**src/rtl/pipelined_skip_adder.sv**
```systemverilog
// Pipelined signed carry-skip adder/subtractor with valid/ready flow control.
// BLOCKS_PER_STAGE skip blocks are resolved per register stage; per-block skip usage is reported.
module pipelined_skip_adder #(
    parameter int WIDTH            = 16,
    parameter int BLOCK            = 4,
    parameter int BLOCKS_PER_STAGE = 2
) (
    input  logic                     clk_i,
    input  logic                     rst_ni,
    input  logic                     in_valid_i,
    output logic                     in_ready_o,
    input  logic [WIDTH-1:0]         a_i,
    input  logic [WIDTH-1:0]         b_i,
    input  logic                     cin_i,
    input  logic                     sub_i,
    output logic                     out_valid_o,
    input  logic                     out_ready_i,
    output logic [WIDTH-1:0]         sum_o,
    output logic                     cout_o,
    output logic                     ovf_o,
    output logic [WIDTH/BLOCK-1:0]   skip_o
);

    localparam int NB  = WIDTH / BLOCK;
    localparam int BPS = BLOCKS_PER_STAGE;
    localparam int LAT = NB / BPS;
    localparam int MSB = WIDTH - 1;

    // Handshake: a transfer happens on a rising edge where valid and ready are both high.
    // The whole pipe freezes only when the last stage holds a result nobody takes;
    // otherwise every stage (bubbles included) moves forward one slot.
    logic stall;

    logic [WIDTH-1:0] a_q     [LAT];
    logic [WIDTH-1:0] be_q    [LAT];
    logic [WIDTH-1:0] sum_q   [LAT];
    logic             carry_q [LAT];
    logic             valid_q [LAT];
    logic [NB-1:0]    skip_q  [LAT];
    logic             ovf_q;

    logic [WIDTH-1:0] src_a     [LAT];
    logic [WIDTH-1:0] src_be    [LAT];
    logic [WIDTH-1:0] src_sum   [LAT];
    logic             src_carry [LAT];
    logic             src_valid [LAT];
    logic [NB-1:0]    src_skip  [LAT];

    logic [WIDTH-1:0] sum_d   [LAT];
    logic             carry_d [LAT];
    logic [NB-1:0]    skip_d  [LAT];
    logic             ovf_d;

    logic chain_c;
    logic blk_c;
    logic blk_p;
    logic bit_x;

    assign stall      = valid_q[LAT-1] & ~out_ready_i;
    assign in_ready_o = ~stall;

    // Stage 0 takes the raw operands; later stages take the previous stage register.
    always_comb begin
        src_a[0]     = a_i;
        src_be[0]    = sub_i ? ~b_i : b_i;
        src_sum[0]   = '0;
        src_carry[0] = sub_i | cin_i;
        src_valid[0] = in_valid_i;
        src_skip[0]  = '0;
        for (int s = 1; s < LAT; s++) begin
            src_a[s]     = a_q[s-1];
            src_be[s]    = be_q[s-1];
            src_sum[s]   = sum_q[s-1];
            src_carry[s] = carry_q[s-1];
            src_valid[s] = valid_q[s-1];
            src_skip[s]  = skip_q[s-1];
        end
    end

    // Each block ripples its sum bits from the true carry-in, while the carry
    // handed to the next block bypasses the ripple when the block fully propagates.
    always_comb begin
        chain_c = 1'b0;
        blk_c   = 1'b0;
        blk_p   = 1'b0;
        bit_x   = 1'b0;
        for (int s = 0; s < LAT; s++) begin
            sum_d[s]  = src_sum[s];
            skip_d[s] = src_skip[s];
            chain_c   = src_carry[s];
            for (int j = 0; j < BPS; j++) begin
                blk_c = chain_c;
                blk_p = 1'b1;
                for (int i = 0; i < BLOCK; i++) begin
                    bit_x = src_a[s][(s*BPS+j)*BLOCK+i] ^ src_be[s][(s*BPS+j)*BLOCK+i];
                    sum_d[s][(s*BPS+j)*BLOCK+i] = bit_x ^ blk_c;
                    blk_c = (src_a[s][(s*BPS+j)*BLOCK+i] & src_be[s][(s*BPS+j)*BLOCK+i])
                          | (bit_x & blk_c);
                    blk_p = blk_p & bit_x;
                end
                skip_d[s][s*BPS+j] = blk_p;
                chain_c = blk_p ? chain_c : blk_c;
            end
            carry_d[s] = chain_c;
        end
        ovf_d = (src_a[LAT-1][MSB] == src_be[LAT-1][MSB])
             && (sum_d[LAT-1][MSB] != src_a[LAT-1][MSB]);
    end

    // Payload is only loaded alongside a valid bit so bubbles leave old data untouched.
    always_ff @(posedge clk_i or negedge rst_ni) begin
        if (!rst_ni) begin
            for (int s = 0; s < LAT; s++) begin
                valid_q[s] <= 1'b0;
                a_q[s]     <= '0;
                be_q[s]    <= '0;
                sum_q[s]   <= '0;
                carry_q[s] <= 1'b0;
                skip_q[s]  <= '0;
            end
            ovf_q <= 1'b0;
        end else if (!stall) begin
            for (int s = 0; s < LAT; s++) begin
                valid_q[s] <= src_valid[s];
                if (src_valid[s]) begin
                    a_q[s]     <= src_a[s];
                    be_q[s]    <= src_be[s];
                    sum_q[s]   <= sum_d[s];
                    carry_q[s] <= carry_d[s];
                    skip_q[s]  <= skip_d[s];
                end
            end
            if (src_valid[LAT-1]) begin
                ovf_q <= ovf_d;
            end
        end
    end

    assign out_valid_o = valid_q[LAT-1];
    assign sum_o       = sum_q[LAT-1];
    assign cout_o      = carry_q[LAT-1];
    assign ovf_o       = ovf_q;
    assign skip_o      = skip_q[LAT-1];

endmodule

```
**config.mk**
```make
export PLATFORM = sky130hd
export DESIGN_NAME = pipelined_skip_adder
export DESIGN_NICKNAME = d
export VERILOG_FILES = /design/src/rtl/pipelined_skip_adder.sv
export SDC_FILE = /design/constraint.sdc
export NUM_CORES = 1
export LEC_CHECK = 0
export ABC_AREA = 1
export BUFFER_PORTS_ARGS = -buffer_cell sky130_fd_sc_hd__buf_4
export CORE_MARGIN = 2
export CORE_UTILIZATION = 37
export DETAILED_ROUTE_END_ITERATION = 8
export PLACE_DENSITY = 0.59
export SKIP_CTS_REPAIR_TIMING = 1
export SYNTH_ARGS = -nofsm -noshare
export SYNTH_HDL_FRONTEND = slang
export SYNTH_SLANG_ARGS = --single-unit
```
**constraint.sdc**
```tcl
create_clock -name clk_i -period 8.5 [get_ports clk_i]
set_input_delay 1.275 -clock clk_i [delete_from_list [all_inputs] [get_ports clk_i]]
set_output_delay 1.275 -clock clk_i [all_outputs]
set_load 0.01 [all_outputs]
```
==> summary.txt, run 1 <==
Die
  • Area of the core: 7331 sq um
  • Die area: 8375 sq um
  • I/O Pins: 62
  • Initial core utilization: between 30% and 40%
  • Die Span X: 91.52 microns
  • Std cell rows: 31
  • Die Y: 91.52 microns

Setup path
  • RR Endpoint: ovf_o
  • Crit path capture type: flop
  • Crit path required time: roughly 8.7 ns
  • Cells along the critical path: buf_4, xnor2_1, fa_1, fa_1, fa_1, fa_1, o21bai_1, and2_1, fa_1, fa_1, fa_1, inv_1, fa_1, nand2_1, nand2_1
  • Critical Path Slowest Stage Cell: fa_1
  • Max incr delay on CP: 0.42 ns
  • Crit path DAT: 5.41 ns
  • CP max FO: 17
  • CP dominant cell by count: fa_1
  • Setup crit start kind: primary input
  • Reg-to-Reg Start: a_q[24]
  • R2R setup slack: about 4.4 ns
  • CP Class: in2reg
  • Worst R2R Path Depth: 17

Power
  • Net Sw Frac: 34.82%
  • Leakage Power: 1.846 nW
  • Int Pwr: around 0.5 mW
  • Share of total power in combinational logic: 35.4%
  • PwrDens: 222.0 nW/um^2
  • Clk pwr share: 17.9%
  • Flop pwr share: 46.7%
  • Max IR drop VDD: 71.34 uV
  • Switch Pwr: 0.2651 mW

Clock tree
  • Root buf cell: clkbuf_8
  • Clock slew at reported path FFs: 0.09 ns
  • CTS sink count: 51
  • Clock tree buffer depth: 2
  • Depth of the CTS H-tree: 2
  • CTS Buf Count: 5
  • Worst skew pair latency: approximately 0.3 ns
  • CTS tree: done

Finish
  • Final Core Density: ~47%
  • Count of non-filler cells in the finished layout: 465
  • Area growth from synthesis to layout: 20.97%
  • Ant diodes: 0
  • Final nets: around 440
  • Share of layout cells above drive strength 1: approximately a fifth

Global route
  • First-pass GRT wire length: 9.542 mm
  • Number of global-route vias before repair: 1974
  • Initial antenna violation count: 0
  • Gr ovfl total: 0
  • Global-route usage over all layers: between 10% and 20%
  • Largest net degree at the start of global routing: 52

Timing
  • Final worst-path cycle share: 61.31%
  • Worst Slack Setup Final: 3.289 ns
  • Max Fclk: ~0.19 GHz
  • TNS Setup: 0 ns
  • Fin Clk Skew: 0.006743 ns
  • Max_slew headroom: 57.53%
  • Setup violators final: 0
  • Worst Tran Pin Value: 0.6371 ns
  • Final Hold Viols: 0
  • RSZ-0062 raised after global routing: false
  • Final Slew Violations: 0
  • Clock period minus worst slack: 5.211 ns
  • Worst hold slack: approximately 0.47 ns

Yosys
  • Cell taking the most area after synthesis: dfrtp_1
  • Mapped Cells: 307
  • Post-Syn Area: between 2000 and 3000 sq um
  • Yosys warnings: 0
  • Area fraction of the dominant cell type after synthesis: 45.03%
  • Yosys reg bits: between 50 and 60
  • Syn_nets: 377
  • Register area share after synthesis: 45.03%
  • Avg Inst Size Synth: 9.231 sq um
  • Area contributors post-synth: dfrtp_1 45%, nand2_1 16%, fa_1 11%, ha_1 7.1%, inv_1 4.6%
  • Distinct cell type count after synthesis: 20

Route
  • DRC viols: 0
  • First-pass DRT Iterations: 4
  • Via Count: 1998
  • Antenna Nets Post-Route: 0
  • Routed WL: 5.590 mm
  • Routed len/inst: 12.02 microns
  • Initial DRC Count: 60
  • Via density: 4.297

Place
  • Dpl cells: between 400 and 500
  • RePlAce Congestion: 0.8000
  • IO buf count: 61
  • Place WS: 2.958 ns
  • DP HPWL: 4.255 mm

Hold path
  • Worst Hold Launch: src_sum[2]
  • Hold worst-path end: sum_o[2]
  • Hold Path Depth: 2
  • Worst min path class: reg2reg

Flow run
  • Max cap viols: 0

Status
  • Run status: completed
-- cell usage in the layout, fill, tap and decap left out --
cell type and instances:
a21oi_2 1, a21oi_4 1, and2_1 1, buf_4 61, clkbuf_1 1, clkbuf_8 5
clkinv_2 1, clkinvlp_4 1, dfrtp_1 51, fa_1 16, ha_1 16, inv_1 35
nand2_1 118, nand2_2 1, nand2_4 2, nand3_1 6, nand3b_1 1, nor2_1 8
o21ai_0 23, o21bai_1 1, xnor2_1 15, xor2_1 1
-- critical path, delay by kind of cell --
family	cells	cell delay, ns
XOR/XNOR	1	0.16
AO/OA/AOI/OAI	1	0.17
AND/OR/NAND/NOR	3	0.28
adder cells (fa/ha/maj)	8	3.17
buffers and inverters	2	0.33
-- cell families (layout without fill, tap and decap cells) --
group           count (synthesis)  count (layout)  share of synthesized area, %
compound gates                 26              26                         5.210
xor+xnor                       16              16                         4.945
fa+ha+maj                      32              32                         18.37
buf+inv                        45             104                         7.197
flops                          51              51                         45.03
simple gates                  137             137                         19.25
-- synth_stat cells (all sizes together) --
cell,count
nand2,121
dfrtp,51
inv,35
o21ai,23
fa,16
ha,16
xnor2,15
buf,10
nor2,8
nand3,6
a21oi,2
and2,1
nand3b,1
o21bai,1
xor2,1
-- power by group through the flow --
stage | sequential [mW] | combinational (mW) | clock (mW)
6_report | 0.356 | 0.270 | 0.136
5_1_grt | 0.366 | 0.311 | 0.152
4_1_cts | 0.357 | 0.276 | 0.144
3_5_place_dp | 0.362 | 0.275 | 0
3_3_place_gp | 0.360 | 0.271 | 0
2_1_floorplan | 0.373 | 0.140 | 0
-- stage by stage --
step | power [mW] | area [sq um]
finish | 0.7612 | 3428
detailed placement | 0.6369 | 3343
floorplan | 0.5128 | 2834
global route | 0.8293 | 3428
global placement | 0.6307 | 3343
CTS | 0.7774 | 3428
-- registers in the layout, indices dropped and copies added, names as in the netlist --
name and flops:
out_valid_o 1, ovf_o 1, skip_o 4, src_sum 8, cout_o 1, src_valid 1, be_q 8, skip_d 2
sum_o 16, carry_q 1, a_q 8
-- worst max path at each step --
stage	from	end
6_report	sub_i	src_sum[7]
5_1_grt	sub_i	src_sum[7]
2_1_floorplan	sub_i	src_sum[7]
3_5_place_dp	sub_i	src_sum[7]
3_3_place_gp	sub_i	src_sum[7]
4_1_cts	sub_i	src_sum[7]
-- routing by layer --
layer / global-route usage [%] / routed length [microns] / up-vias
li1: - / - / 1036
met1: 20.65 / 2706 / 917
met2: 21.88 / 2551 / 41
met3: 2.988 / 271 / 4
met4: 4.167 / 61 / 0
met5: 0 / 0 / -
-- area by class of cell --
type	instances	area (sq um)
Clock buffer	6	72.57
Inverter	35	131.4
Tap cell	99	123.9
Multi-Input combinational cell	211	1354
Fill cell	737	3902
Timing Repair Buffer	61	457.9
Sequential cell	51	1276
Clock inverter	2	12.51
No activity file was read; power rests on OpenSTA's default activity.
==> run 2, diff against run 1 <==
==> constraint.sdc (replaced) <==
create_clock -name clk_i -period 5.41 [get_ports clk_i]
set_input_delay 0.8115 -clock clk_i [delete_from_list [all_inputs] [get_ports clk_i]]
set_output_delay 0.8115 -clock clk_i [all_outputs]
set_load 0.01 [all_outputs]
==> run 2 against run 1 <==
Against the previous run: clock-buffer cell count increased by 1; largest cell class unchanged; sequential power increased by 57%; die area unchanged; combinational power increased by 57%; global-route usage increased by 0.23 points; register-to-register slack got worse by 3.1 ns.
==> summary.txt, run 2 (same netlist as run 1, synthesis figures left out) <==
Status
  • Run status: completed

Route
  • Antenna Nets Post-Route: 0 (unchanged)
  • Via density: 4.384 (+2.0%)
  • Via Count: 2043 (+2.3%)
  • Routed WL: 5.683 mm (+1.7%)
  • First-pass DRT Iterations: 4 (unchanged)
  • DRC viols: 0 (unchanged)
  • Initial DRC Count: 87 (+45%)
  • Routed len/inst: 12.20 microns (+1.4%)

Timing
  • Clock period minus worst slack: 4.639 ns
  • Worst Tran Pin Value: 0.6583 ns (+0.02121 ns)
  • Setup violators final: 0 (unchanged)
  • Final worst-path cycle share: 85.75%
  • Fin Clk Skew: 0.01024 ns (+0.003493 ns)
  • TNS Setup: 0 ns (unchanged)
  • Max_slew headroom: 56.11% (-1.4 points)
  • RSZ-0062 raised after global routing: false
  • Final Hold Viols: 0 (unchanged)
  • Final Slew Violations: 0 (unchanged)
  • Max Fclk: 0.2156 GHz

Setup path
  • R2R setup slack: 1.23 ns (-3.12 ns)
  • Crit path required time: 5.61 ns (-3.09 ns)
  • Setup crit start: sub_i
  • Crit path capture type: flop
  • Reg-to-Reg Start: a_q[24]
  • CP Capture Point: src_sum[7]
  • Worst R2R Path Depth: 17 (unchanged)
  • Crit path DAT: 4.84 ns (-0.57 ns)
  • CP max FO: 8 (-9)
  • Setup crit start kind: primary input
  • CP Class: in2reg
  • RR Endpoint: ovf_o

Place
  • DP HPWL: 4.316 mm (+1.4%)
  • IO buf count: 61 (unchanged)
  • RePlAce Congestion: 0.7792 (-2.6%)

Power
  • Max IR drop VDD: 109.3 uV (+53%)
  • Total Power: 1.198 mW (+57%)
  • PwrDens: 349.0 nW/um^2 (+57%)
  • Leakage Power: 1.852 nW (+0.32%)

Clock tree
  • CTS Buf Count: 5 (unchanged)
  • Root buf cell: clkbuf_8
  • Worst skew pair latency: 0.31 ns (about the same)
  • CTS sink count: 51 (unchanged)
  • Clock slew at reported path FFs: 0.09 ns (about the same)
  • Clock tree buffer depth: 2 (unchanged)
  • CTS tree: done
  • Depth of the CTS H-tree: 2 (unchanged)

Global route
  • Number of global-route vias before repair: 2034 (+3.0%)
  • Global-route usage over all layers: 14.58% (+0.23 points)
  • Gr ovfl total: 0 (unchanged)
  • Largest net degree at the start of global routing: 52 (unchanged)
  • First-pass GRT wire length: 9.660 mm (+1.2%)
  • Initial antenna violation count: 0 (unchanged)

Finish
  • Max reg flops: 16 (unchanged)
  • Register Area: 1276 sq um (unchanged)
  • Most frequent cells in the layout: 118 x nand2_1, 62 x buf_4, 51 x dfrtp_1
  • Area growth from synthesis to layout: 21.10%
  • Ant diodes: 0 (unchanged)
  • Share of layout cells above drive strength 1: 19.89% (-0.054 points)
  • Most common cell after layout, fill and taps aside: nand2_1
  • Final nets: 436 (+0.23%)
  • Footprint of the multi-input gates: 1354 sq um (unchanged)
  • FILL cells: 734 (-0.41%)

Die
  • Std cell rows: 31 (unchanged)
  • Die Y: 91.52 microns (unchanged)
  • Die Span X: 91.52 microns (unchanged)
  • Initial core utilization: 38.66% (unchanged)
  • I/O Pins: 62 (unchanged)
  • Die area: 8375 sq um (unchanged)
  • Area of the core: 7331 sq um (unchanged)

Flow run
  • Max cap viols: 0 (unchanged)

Hold path
  • Worst Hold Launch: skip_d[0]
  • Worst min path class: reg2reg
[run 2: layer usage]
| metal | vias up | share of wire (%) | track usage [%] | wire length (microns) |
|---|---|---|---|---|
| met3 | 8 | 4.6 | 3.071 | 259 |
| met1 | 955 | 48 | 19.82 | 2715 |
| met4 | 0 | 1.8 | 5.303 | 101 |
| li1 | 1039 | - | - | - |
| met5 | - | 0 | 0 | 0 |
| met2 | 41 | 46 | 22.98 | 2607 |
[run 2: critical path, stage by stage]
cell	delay (ns)
buf_4	0.15
xnor2_1	0.17
fa_1	0.44
fa_1	0.40
fa_1	0.40
fa_1	0.36
o21bai_1	0.17
and2_1	0.16
fa_1	0.38
fa_1	0.42
fa_1	0.38
inv_1	0.08
fa_1	0.40
nand2_1	0.08
nand2_1	0.05
[run 2: final cells by class]
| type | count | share of cell area [%] |
|---|---|---|
| clock inverter | 1 | 0.1458 |
| clock buffer | 7 | 2.224 |
| inverter | 35 | 3.828 |
| timing repair buffer | 62 | 13.56 |
| multi-input combinational | 211 | 39.45 |
| sequential | 51 | 37.19 |
| tap | 99 | 3.609 |
[run 2: through the flow]
stage               hold slack [ns]  instances  worst slack (ns)  cell area, sq um  utilization (%)
floorplan                    0.4422        307            0.4956              2834                -
global placement             0.4511        458            0.5353              3351            45.71
detailed placement           0.4666        458            0.4041              3351            45.71
CTS                          0.4821        466            0.7563              3432            46.82
global route                 0.5105        466            0.5970              3432            46.82
finish                       0.4769        466            0.7709              3432            46.82
[run 2: worst min path at each step]
stage	slack, ns	to	cells past startpoint
2_1_floorplan	0.44	skip_o[0]	2
3_3_place_gp	0.45	sum_o[2]	2
3_5_place_dp	0.47	sum_o[4]	2
4_1_cts	0.48	skip_o[0]	2
5_1_grt	0.51	sum_o[15]	2
6_report	0.48	skip_o[0]	2
[run 2: power breakdown]
group	internal, mW	switching [mW]	total, mW
Clock	0.0911	0.122	0.213
Combinational	0.203	0.222	0.425
Sequential	0.487	0.0735	0.560
Total	0.781	0.417	1.20
